### src/rtl/mem_ctrl_param.sv
// mem_ctrl_param: single-port RAM with 1-cycle registered reads, range check and a sequential clear engine.
// No backpressure: accesses are dropped while BUSY. `define MEM_TRISTATE_OUT_EN to float D_OUT whenever D_VALID=0.
module mem_ctrl_param #(
  parameter int DATA_W = 8,
  parameter int DEPTH  = 64,
  parameter int ADDR_W = 8
) (
  input  logic              CLK,
  input  logic              RESET_N,
  input  logic [DATA_W-1:0] D_IN,
  input  logic [ADDR_W-1:0] ADDR,
  input  logic              R_ENABLE,
  input  logic              W_ENABLE,
  input  logic              CLEAR,
  output logic [DATA_W-1:0] D_OUT,
  output logic              D_VALID,
  output logic              ADDR_ERR,
  output logic              BUSY
);

  localparam int PTR_W = (DEPTH > 1) ? $clog2(DEPTH) : 1;

  typedef enum logic {
    CLR = 1'b0,
    RUN = 1'b1
  } state_t;

  state_t            r_state;
  logic [PTR_W-1:0]  r_ptr;
  logic              r_busy;
  logic [DATA_W-1:0] r_dout;
  logic              r_dvld;
  logic              r_err;
  logic [DATA_W-1:0] r_mem [DEPTH];

  logic              w_in_range;
  logic              w_req;
  logic              w_ptr_last;
  logic [PTR_W-1:0]  w_idx;
  logic              w_we;
  logic [PTR_W-1:0]  w_widx;
  logic [DATA_W-1:0] w_wdat;

  // Full-width compare so out-of-range addresses never alias onto low words.
  assign w_in_range = (32'(ADDR) < 32'(DEPTH));
  assign w_req      = R_ENABLE | W_ENABLE;
  assign w_ptr_last = (r_ptr == PTR_W'(DEPTH - 1));
  assign w_idx      = ADDR[PTR_W-1:0];

  // A write only lands in RUN when no clear, no read and the address is valid.
  assign w_we   = (r_state == CLR) ||
                  ((r_state == RUN) && !CLEAR && W_ENABLE && !R_ENABLE && w_in_range);
  assign w_widx = (r_state == CLR) ? r_ptr : w_idx;
  assign w_wdat = (r_state == CLR) ? '0 : D_IN;

  always_ff @(posedge CLK) begin
    if (w_we) begin
      r_mem[w_widx] <= w_wdat;
    end
  end

  always_ff @(posedge CLK or negedge RESET_N) begin
    if (!RESET_N) begin
      r_state <= CLR;
      r_ptr   <= '0;
      r_busy  <= 1'b1;
      r_dout  <= '0;
      r_dvld  <= 1'b0;
      r_err   <= 1'b0;
    end else begin
      r_dvld <= 1'b0;
      r_err  <= 1'b0;
      case (r_state)
        CLR: begin
          if (w_ptr_last) begin
            r_state <= RUN;
            r_busy  <= 1'b0;
            r_ptr   <= '0;
          end else begin
            r_ptr <= r_ptr + PTR_W'(1);
          end
        end
        RUN: begin
          if (CLEAR) begin
            r_state <= CLR;
            r_ptr   <= '0;
            r_busy  <= 1'b1;
          end else if (w_req && !w_in_range) begin
            r_err <= 1'b1;
          end else if (R_ENABLE) begin
            r_dout <= r_mem[w_idx];
            r_dvld <= 1'b1;
          end
        end
        default: r_state <= CLR;
      endcase
    end
  end

`ifdef MEM_TRISTATE_OUT_EN
  assign D_OUT = r_dvld ? r_dout : {DATA_W{1'bz}};
`else
  assign D_OUT = r_dout;
`endif
  assign D_VALID  = r_dvld;
  assign ADDR_ERR = r_err;
  assign BUSY     = r_busy;

endmodule

### config.mk
export PLATFORM = sky130hd
export DESIGN_NAME = mem_ctrl_param
export DESIGN_NICKNAME = d
export VERILOG_FILES = /design/src/rtl/mem_ctrl_param.sv
export SDC_FILE = /design/constraint.sdc
export NUM_CORES = 1
export LEC_CHECK = 0
export BUFFER_PORTS_ARGS = -buffer_cell sky130_fd_sc_hd__buf_2
export CAP_MARGIN = 20
export CELL_PAD_IN_SITES_DETAIL_PLACEMENT = 1
export CELL_PAD_IN_SITES_GLOBAL_PLACEMENT = 1
export CORE_MARGIN = 2
export CORE_UTILIZATION = 50
export CTS_CLUSTER_DIAMETER = 60
export CTS_CLUSTER_SIZE = 20
export DETAILED_ROUTE_END_ITERATION = 16
export HOLD_SLACK_MARGIN = 0.06
export PLACE_DENSITY_LB_ADDON = 0.08
export SYNTH_ARGS = -nofsm -noshare
export SYNTH_HDL_FRONTEND = slang
export SYNTH_SLANG_ARGS = --single-unit
export TNS_END_PERCENT = 10
### constraint.sdc
create_clock -name CLK -period 2.6 [get_ports CLK]
set_input_delay 0.26 -clock CLK [delete_from_list [all_inputs] [get_ports CLK]]
set_output_delay 0.26 -clock CLK [all_outputs]
set_load 0.02 [all_outputs]
After elaboration in Yosys (flattened, before gate mapping)
Memories as Yosys holds them, arrays and structs flattened. A register that Yosys moved wholly into a read port is not among the register bits.
Cells that the tools add are included.
{"block": "word_totals", "n_memories": 1, "register_bits": 10, "mem_bits_rw": 512, "inputBits": 21, "wordCells": 47, "output_inout_bits": 11}
{"name": "r_mem", "words": 64, "width": 8, "read_ports": 1, "rd_ports_with_merged_regs": 1, "wr": 1, "line": "34", "source": "logic [DATA_W-1:0] r_mem [DEPTH];"}
{"block": "classes", "reduce_logical": 12, "n_bitwise": 4, "n_mux": 20, "eq_ne": 3, "n_lt_le_gt_ge": 1, "n_addsub": 1}
{"op": "6-bit two-way mux", "count": 3}
{"op": "1-bit two-way mux", "count": 13}
{"op": "6-bit one-hot mux with 2 select lines", "count": 1}
{"op": "8-bit by 7-bit less-than comparator with 1-bit output (second input constant)", "count": 1}
{"op": "8-bit two-way mux", "count": 1}
{"op": "6-bit by 1-bit adder with 6-bit output (second input constant)", "count": 1}
{"op": "6-bit == test (second input constant)", "count": 1}
{"op": "1-bit logical AND", "count": 5}
{"op": "1-bit zero test", "count": 4}
{"op": "2-bit != test (second input constant)", "count": 2}
{"op": "1-bit one-hot mux with 2 select lines", "count": 2}
{"op": "4-bit AND reduction", "count": 1}
{"op": "1-bit NOT", "count": 3}
{"op": "2-bit AND reduction", "count": 1}
{"op": "1-bit logical OR", "count": 1}
{"op": "1-bit bitwise OR", "count": 1}

Longest topological paths before layout
Gate-level depths: netlist of the first run.
{"block": "logic_depth", "ltp_word": 8, "depth_mapped": 9, "mapped_depth_nobuf": 6}

Worst setup path after synthesis of the first run
No wires, ideal clock.
{"block": "synth_path", "path_type": "reg2reg", "startpoint": "register r_state", "endpoint": "memory r_mem[0][0], data pin", "synth_period_minus_slack_ns": 2.332, "n_path_buf": 3, "setup_time_ns": 0.367, "stages_incl_launch_ff": 5, "arrival_ns": 1.965, "path_slack_ns": 0.268, "path_cell_list": "dfrtp_1 -> buf_2 -> buf_1 -> clkbuf_1 -> and2_1"}
{"block": "synth_via", "elab_chain_cells": 1}
{"element": "start, declared", "line": "28", "source": "state_t r_state;"}
{"element": "start signal, assigned", "line": "64", "source": "r_state <= CLR;"}
{"element": "start signal, assigned", "line": "76", "source": "r_state <= RUN;"}
{"element": "start signal, assigned", "line": "85", "source": "r_state <= CLR;"}
{"element": "8-bit two-way mux", "line": "54", "source": "assign w_wdat = (r_state == CLR) ? '0 : D_IN;"}
{"element": "named net w_wdat[0]", "line": "42", "source": "logic [DATA_W-1:0] w_wdat;"}
{"element": "end, declared", "line": "34"}
The timed path passes the listed nets, and every way through them passes these cells.

Worst setup path after layout of the first run
{"block": "layout_path", "startpoint": "register r_state", "endpoint": "memory r_mem[13][5], enable pin"}
{"block": "layout_via", "elab_chain_cells": 7, "word_cells_on_any_way": 9, "cone_classes": "mux (3); bitwise (1); reduce/logical (5)"}
{"element": "1-bit logical AND (4 in series)", "line": "52", "source": "((r_state == RUN) && !CLEAR && W_ENABLE && !R_ENABLE && w_in_range);"}
{"element": "1-bit logical OR", "line": "51", "source": "assign w_we = (r_state == CLR) ||"}
{"element": "1-bit two-way mux", "line": "57", "source": "if (w_we) begin"}
{"element": "1-bit two-way mux (implied by the code)", "line": "58", "source": "r_mem[w_widx] <= w_wdat;"}
Parallel ways exist; a longest one is shown, timed or not.

==> impl_metrics.ini, run 1 <==
[outcome]
status = finished, final reports clean

[die]
fp.dieArea_sq_um = 43500
rows = 74
start_util_pct = 50.9
core_area_sq_um = 41100
die_w_um = 209
die_h_um = 209
ios = 32

[finish]
multiInputGateArea_sq_um = 4760
final_layout_size_suffix_gt1_share_pct = 23.5
nNetsFinal = 1264
layout_commonest_cell = edfxtp_1
final_cell_mix = edfxtp_1, mux2i_1, buf_4, nor2_1, mux4_2
syn2layout_area_growth_pct = 13.4
fill_cells = 3632
design_area_sq_um = 23800
register_area_sq_um = 15800
diodes = 0

[sta]
drv_slew = 0
period_share_pct = 95.9
slew_headroom_pct = 57.2
max_freq_mhz = 401
layout_setup_ws_ns = 0.107
rsz0062_at_grt = true
finalSetupViolCount = 0
tightest_slew_ns = 0.641
hold_viol_final = 0
setup_tns_ns = 0
finalCriticalPeriod_ns = 2.49
fin_worst_skew_ns = 0.0222

[global_route]
antenna_found_initial = 1
grt_pass1_wl_um = 76100
grt_pass1_vias = 11500
globalRouteOverflowTotal = 0
grtUsageTotal_pct = 24.0
grt_max_degree = 65

[critical_path]
crit_path_max_fanout = 27
slowest_delay_ns = 0.53
critical_path_class = reg2reg
crit_chain = buf_4 > mux2i_1 > nand2_1 > nor2_1 > buf_4
crit_required_ns = 2.88
arrival_ns = 2.77
critPathSlowestCell = dfrtp_1
path_common_cell = buf_4
end_kind = register
worstSetupStartpointType = register

[power]
internal-power_mw = 13.9
power_leakage_nw = 8.17
clock_power_share_pct = 32.3
p_sw_mw = 4.99
p_sw_share_pct = 26.4
power_density_nw_per_um2 = 797
finalPower_mw = 18.9
sequentialPowerShare_pct = 54.5
peakVddDrop_mv = 0.606
p_comb_share_pct = 13.2

[clocking]
cts_inserted_buffers = 40
cts_tree = yes
clk_pin_slew_ns = 0.08
clkLatencyLatePin_ns = 0.57
cts_sinks = 530
clockBufferDepth = 3
clock-root-buffer = clkbuf_16
post-cts-setup-buffers = 0
htree_levels = 2
ctsResizeCount = 0

[drt]
vias = 10800
drtAntennaViolNets = 0
wirelength_um = 50500
drtIter0Drc = 931
post_drt_wl_per_cell_um = 28.0
drc = 0
drt-vias-per-instance = 5.99
drtPass1Iterations = 5

[hold_path]
min_path_type = in2reg

[place]
place_congestion = 0.827
io_buffers = 31
hpwl_um = 32000
place_ws_ns = 0.167
placed_area_sq_um = 22400

[yosys]
synth_area_sq_um = 20900
ys_ff_latch = 530
syn_inst = 1120
syn_area_per_cell_sq_um = 18.7
ys_warn_count = 0
synth_edf_count = 512
ys_types = 42
async_reset_ff_share_pct = 3.40
ys_seq_area_share_pct = 75.6
synth.net_count = 1142
synth_ff_type = edfxtp_1

[flow_run]
drv_cap = 0
-- repair_timing --
item                                   CTS  global route
setup endpoints to repair                0            45
endpoints found under the hold margin   25             0
hold buffers                             4             0
-- path summary, 6_finish.rpt --
path                                                to  slack [ns]  cells after the start              start
worst max-delay path            r_mem[13][5]$_DFFE_PP_        0.11                      5  r_state$_DFF_PN0_
worst min-delay path                 D_VALID$_DFF_PN0_        0.14                      3           R_ENABLE
worst max register to register  r_mem[13][5]$_DFFE_PP_        0.11                      5  r_state$_DFF_PN0_
worst min register to register        BUSY$_DFFE_PN1P_        0.52                      2   BUSY$_DFFE_PN1P_
max in group asynchronous             BUSY$_DFFE_PN1P_        2.05                      2            RESET_N
min in group asynchronous         r_ptr[0]$_DFFE_PN0P_        0.20                      2            RESET_N
-- cells by family (layout without fill, tap and decap cells) --
family                     after synthesis  count (layout)  synth area share [%]
buffers and inverters                   67             217                  1.76
muxes                                  211             211                  14.4
DFF                                    530             530                  75.6
and+or+nand+nor                        203             203                  4.24
adders and majority gates                1               1                0.0597
AOI/OAI and AO/OA                      106             106                  3.82
xor gates and xnor gates                 2               2                0.0837
-- cell usage after synthesis (3+ instances only) --
cell type	number	area, sq um
o211ai_1	8	60.1
nor2b_1	6	37.5
buf_4	13	97.6
a41o_1	8	80.1
dfrtp_1	17	425
buf_6	4	45.0
buf_2	9	45.0
nand4_1	3	18.8
o21ai_0	6	30.0
a22oi_1	70	526
edfxtp_1	512	15400
buf_1	6	22.5
nand3_1	53	265
mux4_2	72	1620
and2_1	10	62.6
inv_1	3	11.3
mux2_2	9	101
nor2_1	77	289
nand2_1	48	180
mux2i_1	130	1300
clkbuf_1	27	101
o22ai_1	3	18.8
-- layer usage --
layer / global-route usage [%] / routed length [um]
met1: 33.7 / 21600
met3: 3.67 / 2510
met2: 39.6 / 25200
met5: 0 / 13
met4: 6.80 / 1290
-- power groups by stage --
stage / sequential, mW / clock, mW / combinational [mW]
finish: 10.3 / 6.12 / 2.49
global route: 10.4 / 6.55 / 2.68
CTS: 10.3 / 6.27 / 2.51
detailed placement: 10.5 / 0 / 2.50
global placement: 10.5 / 0 / 2.42
floorplan: 10.4 / 0 / 1.39
-- cell type report --
type                            count  share of cell area [%]
Timing Repair Buffer              142                    5.09
Inverter                            5                  0.0790
Tap cell                          532                    2.80
Clock inverter                     22                   0.880
Sequential cell                   530                    66.6
Multi-Input combinational cell    523                    20.0
Clock buffer                       48                    4.47
-- state kept, by name (all words and copies together), names as in the netlist --
signal and cells:
r_ptr 6, ADDR_ERR 1, D_OUT 8, D_VALID 1, r_mem 512, r_state 1
BUSY 1
-- critical path, delay by kind of cell, from the launching register on --
kind,cells,cell delay [ns]
and+or+nand+nor,2,0.73
DFF,1,0.53
buffers and inverters,2,0.53
muxes,1,0.41
-- stage by stage --
stage | instances | utilization, % | hold slack [ns]
floorplan | 1120 | - | -0.0356
global placement | 1728 | 54.6 | 0.241
detailed placement | 1728 | 54.6 | 0.252
CTS | 1802 | 57.8 | 0.109
global route | 1802 | 57.8 | 0.172
finish | 1802 | 57.8 | 0.142
Note: power is estimated with default switching activity, not from simulation.
==> inputs of run 2 (changes only) <==
- CORE_ASPECT_RATIO: unset -> 0.5
- CTS_BUF_LIST: unset -> sky130_fd_sc_hd__clkbuf_8
==> impl_metrics.ini, run 2 (synthesized netlist as in run 1, its figures left out) <==
[outcome]
status = finished, final reports clean

[critical_path]
critical_path_class = reg2reg
slowest_delay_ns = 0.64
critPathSlowestCell = dfrtp_1
crit_required_ns = 2.90
path_buf_inv = 1
cp_top_family = simple AND/OR/NAND/NOR gates
worstSetupStartpointType = register
end_kind = register
arrival_ns = 2.73
crit_chain = inv_2 > o32ai_1 > nand2_1 > nor2_1
crit_path_max_fanout = 11

[die]
core_area_sq_um = 40900
die_h_um = 149
ios = 32
rows = 52
fp.dieArea_sq_um = 43600
die_w_um = 293
start_util_pct = 51.2

[global_route]
grtUsageTotal_pct = 23.5
grt_pass1_wl_um = 75100
grt_max_degree = 65
antenna_found_initial = 0
globalRouteOverflowTotal = 0
grt_pass1_vias = 11400

[place]
hpwl_um = 31500
place_congestion = 0.838
place_ws_ns = 0.124
placed_cells = 1739
io_buffers = 31
placed_area_sq_um = 22500

[sta]
setup_tns_ns = 0
slew_headroom_pct = 40.4
drv_slew = 0
period_share_pct = 93.6
tightest_slew_ns = 0.890
hold_viol_final = 0
max_freq_mhz = 411
fin_worst_skew_ns = 0.0123
rsz0062_at_grt = false
holdWs_ns = 0.183
layout_setup_ws_ns = 0.168
finalSetupViolCount = 0
finalCriticalPeriod_ns = 2.43

[power]
power_leakage_nw = 7.96
power_density_nw_per_um2 = 712
finalPower_mw = 16.5
peakVddDrop_mv = 0.473

[drt]
wirelength_um = 49800
drc = 0
post_drt_wl_per_cell_um = 27.6
drtIter0Drc = 860
drtAntennaViolNets = 0
vias = 10700
drtPass1Iterations = 5
drt-vias-per-instance = 5.94

[clocking]
cts_tree = yes
clock-root-buffer = clkbuf_8
cts_sinks = 530
post-cts-setup-buffers = 0
clockBufferDepth = 3
htree_levels = 1
cts_inserted_buffers = 30
clk_pin_slew_ns = 0.13
clkLatencyLatePin_ns = 0.66

[finish]
largest_register_ffs = 512
post-route-util_pct = 56.7
design_area_sq_um = 23200
regMostFlops = r_mem
nNetsFinal = 1261
diodes = 0
final_layout_size_suffix_gt1_share_pct = 21.6
layout_commonest_cell = edfxtp_1
final_cell_mix = edfxtp_1, mux2i_1, buf_4, nor2_1, mux4_2
syn2layout_area_growth_pct = 10.6
fill_cells = 3677
fin_cells = 1803

[flow_run]
drv_cap = 0

[hold_path]
min_path_type = in2reg
==> run 2: metal layers <==
metal	vias to the layer above	part of all wire, %	track usage, %
met5	-	0	0
met4	0	1.8	4.49
met3	57	5.1	4.00
met2	249	46	36.9
met1	5671	47	35.2
li1	4724	-	-
==> run 2: cell type report <==
cell class	count	area [sq um]	share of cell area, %
Clock inverter	24	95.1	0.411
Multi-Input combinational cell	523	4770	20.6
Inverter	5	18.8	0.0811
Tap cell	540	676	2.92
Clock buffer	32	440	1.90
Sequential cell	530	15800	68.3
Timing Repair Buffer	149	1330	5.76
==> run 2: path summary, 6_finish.rpt <==
path	endpoint	start	slack [ns]	cells past startpoint
hold / removal	D_OUT[0]$_DFFE_PN0P_	ADDR[3]	0.18	6
hold reg to reg	BUSY$_DFFE_PN1P_	BUSY$_DFFE_PN1P_	0.52	2
min in group asynchronous	BUSY$_DFFE_PN1P_	RESET_N	0.64	3
max in group asynchronous	D_OUT[3]$_DFFE_PN0P_	RESET_N	0.67	4
setup / recovery	r_mem[21][2]$_DFFE_PP_	r_state$_DFF_PN0_	0.17	4
setup reg to reg	r_mem[21][2]$_DFFE_PP_	r_state$_DFF_PN0_	0.17	4
==> run 2: report_power, final <==
group          switching [mW]  leakage (nW)  total (mW)  internal [mW]
sequential              0.250          4.99        10.3           10.1
combinational            1.63          2.63        2.49          0.858
clock                    2.53         0.351        3.68           1.15
==> run 2: tightest hold or removal path: stages <==
cell and delay [ns]:
buf_2 0.13, nand2_1 0.07, nor2_1 0.04, buf_4 0.15
nand2_1 0.07, nand4_1 0.08
==> run 2: repair_timing <==
item                                   in CTS  in global routing
setup endpoints to repair                   0                 11
endpoints found under the hold margin      28                  0
resized for setup                           0                  2
hold buffers                                8                  0
==> inputs of run 3 (changes only) <==
- CELL_PAD_IN_SITES_DETAIL_PLACEMENT: 1 -> unset
- CELL_PAD_IN_SITES_GLOBAL_PLACEMENT: 1 -> unset
- clock period: 2.6 -> 2.3 ns (I/O delays scaled with it)
==> impl_metrics.ini, run 3 (synthesized netlist as in run 1, its figures left out) <==
[drt]
drtPass1Iterations = 6
drtAntennaViolNets = 0
vias = 10700
drt-vias-per-instance = 5.88
post_drt_wl_per_cell_um = 26.5
wirelength_um = 48300
drtIter0Drc = 1086
drc = 0

[finish]
final_layout_size_suffix_gt1_share_pct = 23.7
largest_register_ffs = 512
syn2layout_area_growth_pct = 11.5
regMostFlops = r_mem
final_cell_mix = edfxtp_1, mux2i_1, buf_4, mux4_2, a22oi_1
nNetsFinal = 1283
fin_cells = 1826
layout_commonest_cell = edfxtp_1

[hold_path]
min_path_type = in2reg

[critical_path]
rr_worst_depth = 4
r2r-start = r_state$_DFF_PN0_
crit_path_end = r_mem[43][5]$_DFFE_PP_
arrival_ns = 2.58
setup.worst_path.start = r_state$_DFF_PN0_
end_kind = register
crit_path_max_fanout = 14
critical_path_class = reg2reg
r2r_slack_ns = 0.02
rr_endpoint = r_mem[43][5]$_DFFE_PP_
crit_required_ns = 2.60
worstSetupStartpointType = register

[die]
die_h_um = 149
rows = 52
fp.dieArea_sq_um = 43600
start_util_pct = 51.2
ios = 32
core_area_sq_um = 40900
die_w_um = 293

[clocking]
clock-root-buffer = clkbuf_8
clkLatencyLatePin_ns = 0.67
clockBufferDepth = 3
cts_inserted_buffers = 30
cts_sinks = 530
htree_levels = 1
post-cts-setup-buffers = 0
cts_tree = yes
clk_pin_slew_ns = 0.12

[sta]
tightest_slew_ns = 0.824
drv_slew = 0
finalCriticalPeriod_ns = 2.28
max_freq_mhz = 438
finalSetupViolCount = 0
rsz0062_at_grt = true
hold_viol_final = 0
setup_tns_ns = 0
period_share_pct = 99.2
slew_headroom_pct = 44.9
fin_worst_skew_ns = 0.0328

[global_route]
antenna_found_initial = 2
grtUsageTotal_pct = 22.5
globalRouteOverflowTotal = 0
grt_max_degree = 65
grt_pass1_vias = 10800
grt_pass1_wl_um = 71300

[place]
place_congestion = 0.864
placed_cells = 1761
hpwl_um = 31000
io_buffers = 31

[flow_run]
drv_cap = 0

[power]
peakVddDrop_mv = 0.532
power_density_nw_per_um2 = 805
power_leakage_nw = 8.05
finalPower_mw = 18.8

[outcome]
status = finished, final reports clean
[run 3: worst min path at each step]
| stage | from | to | slack (ns) | cells after the start |
|---|---|---|---|---|
| finish | ADDR[3] | D_OUT[0]$_DFFE_PN0P_ | 0.15 | 6 |
| global route | ADDR[5] | D_OUT[4]$_DFFE_PN0P_ | 0.13 | 4 |
| CTS | ADDR[3] | D_OUT[0]$_DFFE_PN0P_ | 0.09 | 6 |
| detailed placement | RESET_N | r_ptr[4]$_DFFE_PN0P_ | 0.20 | 1 |
| global placement | RESET_N | r_ptr[4]$_DFFE_PN0P_ | 0.18 | 1 |
| floorplan | RESET_N | ADDR_ERR$_DFF_PN0_ | -0.07 | 0 |
[run 3: cell type report]
cell class | count | area (sq um)
Fill cell | 3125 | 17500
Sequential cell | 530 | 15800
Multi-Input combinational cell | 523 | 4800
Timing Repair Buffer | 171 | 1500
Tap cell | 540 | 676
Clock buffer | 31 | 427
Clock inverter | 25 | 98.8
Inverter | 5 | 18.8
Antenna cell | 1 | 2.50
[run 3: critical path, stage by stage (launching register included)]
cell,delay [ns]
dfrtp_1,0.44
buf_4,0.22
mux2i_1,0.42
nand2_1,0.21
nor2_1,0.63
[run 3: per-stage QoR]
stage	hold WS (ns)	setup WS, ns	util (%)	cell area [sq um]
2_1_floorplan	-0.0656	-0.0111	-	20900
3_3_place_gp	0.183	-0.0235	55.6	22700
3_5_place_dp	0.201	-0.0472	55.6	22700
4_1_cts	0.0891	0.0130	57.1	23300
5_1_grt	0.127	-0.0918	57.1	23300
6_report	0.150	0.0187	57.1	23300
[run 3: per-layer routing]
layer | global-route usage (%) | vias to the layer above | share of wire [%]
met3 | 3.66 | 51 | 5.5
met2 | 35.7 | 317 | 47
met4 | 3.78 | 0 | 1.5
met1 | 33.9 | 5593 | 46
li1 | - | 4772 | -
met5 | 0 | - | 0
[run 3: what timing repair did]
item                                    CTS  global route
endpoints found under the setup margin   40            88
hold endpoints to repair                 27             0
hold buffers                              8             0
gates resized for setup                   5             9
[run 3: where the power goes]
| group | internal [mW] | switching [mW] | total [mW] |
|---|---|---|---|
| registers | 11.4 | 0.222 | 11.6 |
| clock network | 1.27 | 2.84 | 4.11 |
| logic | 1.15 | 1.95 | 3.10 |
